===== src/rtl/rw_stage.sv =====
// Register-write stage: turns memory-stage results into 16-bit half writes, splitting wide results over two cycles.
// Optional build macro RW_R0_DROP_EN: requests targeting register 0 are consumed without writing.
module rw_stage (
  input  logic        clk,
  input  logic        rst_n,
  input  logic        mw_valid,
  output logic        mw_ready,
  input  logic [4:0]  mw_rd,
  input  logic        mw_wide,
  input  logic        mw_half,
  input  logic [31:0] mw_result,
  output logic        rw_clken,
  output logic        rw_half,
  output logic [4:0]  rw_rd,
  output logic [15:0] rw_result,
  output logic        rw_busy
);

  typedef enum logic [1:0] {
    IDLE = 2'd0,
    ONE  = 2'd1,
    LO   = 2'd2
  } state_t;

`ifdef RW_R0_DROP_EN
  localparam bit R0_DROP = 1'b1;
`else
  localparam bit R0_DROP = 1'b0;
`endif

  state_t      state;
  logic [15:0] hi_data;
  logic [4:0]  hi_rd;
  logic        accept;
  logic        drop;

  // Ready depends on state alone, so no combinational loop through an upstream valid.
  assign mw_ready = (state != LO);
  assign accept   = mw_valid && mw_ready;
  assign drop     = R0_DROP && (mw_rd == 5'd0);

  // NOTE: all state below updates with non-blocking assignments so every
  // register samples the same pre-edge values regardless of statement order.
  always_ff @(posedge clk) begin
    if (!rst_n) begin
      state     <= IDLE;
      rw_clken  <= 1'b0;
      rw_half   <= 1'b0;
      rw_rd     <= 5'd0;
      rw_result <= 16'd0;
      rw_busy   <= 1'b0;
      hi_data   <= 16'd0;
      hi_rd     <= 5'd0;
    end else if (state == LO) begin
      // Second half of a wide write; the request port is closed this cycle.
      state     <= ONE;
      rw_clken  <= 1'b1;
      rw_half   <= 1'b1;
      rw_rd     <= hi_rd;
      rw_result <= hi_data;
      rw_busy   <= 1'b0;
    end else if (accept && drop) begin
      state    <= IDLE;
      rw_clken <= 1'b0;
    end else if (accept && mw_wide) begin
      state     <= LO;
      rw_clken  <= 1'b1;
      rw_half   <= 1'b0;
      rw_rd     <= mw_rd;
      rw_result <= mw_result[15:0];
      rw_busy   <= 1'b1;
      hi_data   <= mw_result[31:16];
      hi_rd     <= mw_rd;
    end else if (accept) begin
      state     <= ONE;
      rw_clken  <= 1'b1;
      rw_half   <= mw_half;
      rw_rd     <= mw_rd;
      rw_result <= mw_result[15:0];
    end else begin
      // Idle cycle: data outputs keep their last values.
      state    <= IDLE;
      rw_clken <= 1'b0;
    end
  end

endmodule


===== config.mk =====
export PLATFORM = sky130hd
export DESIGN_NAME = rw_stage
export DESIGN_NICKNAME = d
export VERILOG_FILES = /design/src/rtl/rw_stage.sv
export SDC_FILE = /design/constraint.sdc
export NUM_CORES = 1
export LEC_CHECK = 0
export CAP_MARGIN = 10
export CORE_ASPECT_RATIO = 0.6
export CORE_MARGIN = 2
export CORE_UTILIZATION = 32
export DETAILED_ROUTE_END_ITERATION = 12
export GPL_TIMING_DRIVEN = 0
export REMOVE_ABC_BUFFERS = 1
export SYNTH_ARGS = -nofsm -noshare
export SYNTH_HDL_FRONTEND = slang
export SYNTH_SLANG_ARGS = --single-unit

===== constraint.sdc =====
create_clock -name clk -period 1.45 [get_ports clk]
set_input_delay 0.435 -clock clk [delete_from_list [all_inputs] [get_ports clk]]
set_output_delay 0.435 -clock clk [all_outputs]
set_load 0.03 [all_outputs]

==> results of run 1 <==
[layout by cell type (no fill, tap or decap), types with 2 or more instances in the layout]
cell	instances
inv_1	2
dfxtp_1	46
clkdlybuf4s50_1	38
nand2b_2	2
clkbuf_8	6
a21oi_1	24
clkdlybuf4s15_2	10
mux2i_1	42
nand2_1	44
clkbuf_2	13
o21ai_0	21
buf_4	4
[layout make-up]
| class | count | area share, % |
|---|---|---|
| clock inverter | 1 | 0.188 |
| multi-input combinational | 140 | 33.2 |
| inverter | 2 | 0.282 |
| tap | 80 | 3.76 |
| sequential | 47 | 35.4 |
| timing repair buffer | 70 | 24.1 |
| clock buffer | 6 | 3.10 |
[flip-flops by register name, summed over array words and instances, names as in the netlist]
register,cells
state,2
hi_rd,5
rw_rd,5
hi_data,16
rw_result,16
rw_half,1
rw_busy,1
rw_clken,1
[what timing repair did]
item | in CTS | in global routing
gates cloned | 2 | 0
pin swaps | 0 | 0
gates resized for setup | 63 | 19
buffers inserted | 0 | 3
endpoints found under the setup margin | 47 | 21
[cells by family (layout without fill, tap and decap cells)]
| group | Yosys count | in the layout | share of synthesized area [%] |
|---|---|---|---|
| buffers and inverters | 20 | 79 | 5.99 |
| DFF | 47 | 47 | 48.9 |
| AOI/OAI and AO/OA | 46 | 46 | 12.0 |
| muxes | 42 | 42 | 21.9 |
| and+or+nand+nor | 50 | 52 | 11.2 |
[per-layer routing]
metal  vias up  GRT usage (%)  wire length, um
met5         -              0                0
met4         0           3.04               17
met3         3           5.51              292
met2        49           21.1             1820
met1       691           18.6             2390
li1        817              -                -
[path summary, 6_finish.rpt]
path,endpoint,depth (start not counted)
min reg2reg,hi_data[7]$_SDFFE_PN0P_,2
min,rw_result[3]$_SDFFE_PN0P_,3
max reg2reg,hi_data[6]$_SDFFE_PN0P_,3
max,rw_result[9],1
[Yosys cell counts, drive strengths merged]
library cell and instances:
dfxtp 47, nand2 44, mux2i 42, a21oi 24, o21ai 21, buf 11
clkbuf 7, inv 2, nand2b 2, a31oi 1, and2 1, and3 1
nand3 1, nand3b 1
[worst reg2reg max path, cell delays in order (launching register included)]
cell	delay [ns]
dfxtp_1	0.34
nand2b_4	0.16
and3_4	0.46
mux2i_1	0.25
[through the flow]
step | hold WS [ns] | std cells | utilization, % | TNS (ns)
2_1_floorplan | 0.432 | 187 | - | 0
3_3_place_gp | 0.438 | 333 | 45.4 | -67.79
3_5_place_dp | 0.444 | 334 | 45.6 | -13.45
4_1_cts | 0.428 | 343 | 47.7 | -0.197
5_1_grt | 0.437 | 346 | 47.0 | -0.00534
6_report | 0.437 | 346 | 47.0 | 0
[power groups by stage]
| stage | combinational [mW] | sequential, mW | clock, mW |
|---|---|---|---|
| 3_5_place_dp | 0.545 | 1.44 | 0 |
| 2_1_floorplan | 0.158 | 1.54 | 0 |
| 6_report | 0.519 | 1.41 | 0.801 |
| 4_1_cts | 0.532 | 1.41 | 0.840 |
| 5_1_grt | 0.561 | 1.43 | 0.891 |
| 3_3_place_gp | 0.546 | 1.44 | 0 |
==> results.json, run 1 <==
{
  "final_antenna_net_count": 0,
  "required_ns": 1.02,
  "ys_seq_elements": 47,
  "layout.nets": 308,
  "die_w_um": 104,
  "powerDensity_nw_per_um2": 1030,
  "cp-start-kind": "flip-flop",
  "seq_power_share_pct": 51.7,
  "syn_inst": 205,
  "netlist.area_leader.share_pct": 48.9,
  "max_freq_mhz": 715,
  "worst_pin_slew_ns": 0.585,
  "p_clk_share_pct": 29.3,
  "critPathMaxStageDelay_ns": 0.35,
  "postCtsHoldBufs": 0,
  "hp-class": "input pin to flip-flop",
  "grt_max_degree": 63,
  "first_iter_violations": 18,
  "seq_area_frac_synth_pct": 48.9,
  "p_sw_share_pct": 27.0,
  "crit_chain": "clkdlybuf4s15_2",
  "ir_worst_vdd_uv": 398,
  "drv_slew": 0,
  "synthesis.area_um2": 1920,
  "syn-mean-instance-area_um2": 9.38,
  "antenna_found_initial": 0,
  "numCtsBuffers": 5,
  "grt_use_total_pct": 13.8,
  "reg2reg_slack_ns": 0.18,
  "status": "finished, final reports clean",
  "fin_total_pwr_mw": 2.73,
  "drive_gt1_share_pct": 15.8,
  "ys_types": 17,
  "drc_errors": 0,
  "globalplace.congestion": 0.668,
  "drt_wl_total_mm": 4.52,
  "via_per_inst": 4.51,
  "grt_pass1_wl_mm": 7.25,
  "clk_latency_ns": 0.29,
  "multiInputGateArea_um2": 885,
  "synthTopCellsByArea": "dfxtp_1 (49%), mux2i_1 (22%), nand2_1 (8.6%), a21oi_1 (6.2%), o21ai_0 (5.5%)",
  "vias": 1560,
  "r2r_start": "state[0]$_SDFF_PN0_",
  "pin_count": 67,
  "max-cap-violations": 0,
  "setup_viol_count_final": 0,
  "grt_pass1_vias": 1489,
  "post-place-ws_ns": -0.559,
  "cts.clk_slew.worst_paths_ns": 0.08,
  "cellLeakagePower_nw": 1.09,
  "seqCellArea_um2": 942,
  "slowest_stage": "dfxtp_1",
  "dpl_cell_area_um2": 2590,
  "path_delay_family": "flip-flops",
  "rsz0062_at_grt": "true",
  "final.period_utilization_pct": 96.5,
  "worst-path-buf-inv": 1,
  "synth_area_leader_cell": "dfxtp_1",
  "wl_per_cell_um": 13.1,
  "yosysWarnings": 0,
  "setup_ws_ns": 0.0513,
  "grt-ovfl-total": 0,
  "drtPass1Iterations": 4,
  "p_int_mw": 1.99,
  "cp_max_fo": 2,
  "dieArea_um2": 6670,
  "start_util_pct": 33.9,
  "areaGrowthSynthToFinish_pct": 38.6,
  "skew_ns": 0.00443,
  "cts_max_level": 2,
  "cts_sinks": 47,
  "stdcell_area_um2": 2670,
  "rows": 21,
  "portBuffers": 66,
  "end_kind": "output pin",
  "die_y_um": 64.1,
  "core-area_um2": 5680,
  "fill_cells": 568,
  "crit_start": "rw_result[9]$_SDFFE_PN0P_",
  "root_buffer": "clkbuf_8",
  "slew_headroom_pct": 61.0,
  "switchingPower_mw": 0.740,
  "finalCriticalPeriod_ns": 1.40,
  "combPwrFrac_pct": 19.0,
  "dp_hpwl_mm": 2.65,
  "cp.arrival_ns": 0.96,
  "worstSetupPathType": "flip-flop to output pin",
  "cts_tree": "yes",
  "num_antenna_cells": 0,
  "clock_path_buffers": 2,
  "holdCritStartpoint": "rst_n",
  "hold_viol_final": 0
}
(Power assumes the default switching activity.)
==> run 2, diff against run 1 <==
--- a/config.mk
+++ b/config.mk
@@ -9,6 +9,7 @@
 export CORE_ASPECT_RATIO = 0.6
 export CORE_MARGIN = 2
 export CORE_UTILIZATION = 32
+export CTS_CLUSTER_DIAMETER = 30
 export DETAILED_ROUTE_END_ITERATION = 12
 export GPL_TIMING_DRIVEN = 0
 export REMOVE_ABC_BUFFERS = 1
==> results of run 2 <==
The final DEF is identical to that of run 1; final timing and power are the same.
==> run 3, diff against run 2 <==
--- a/config.mk
+++ b/config.mk
@@ -11,6 +11,7 @@
 export CORE_UTILIZATION = 32
 export CTS_CLUSTER_DIAMETER = 30
 export DETAILED_ROUTE_END_ITERATION = 12
+export GPL_ROUTABILITY_DRIVEN = 0
 export GPL_TIMING_DRIVEN = 0
 export REMOVE_ABC_BUFFERS = 1
 export SYNTH_ARGS = -nofsm -noshare
==> results of run 3 <==
The final DEF is identical to that of run 1; final timing and power are the same.
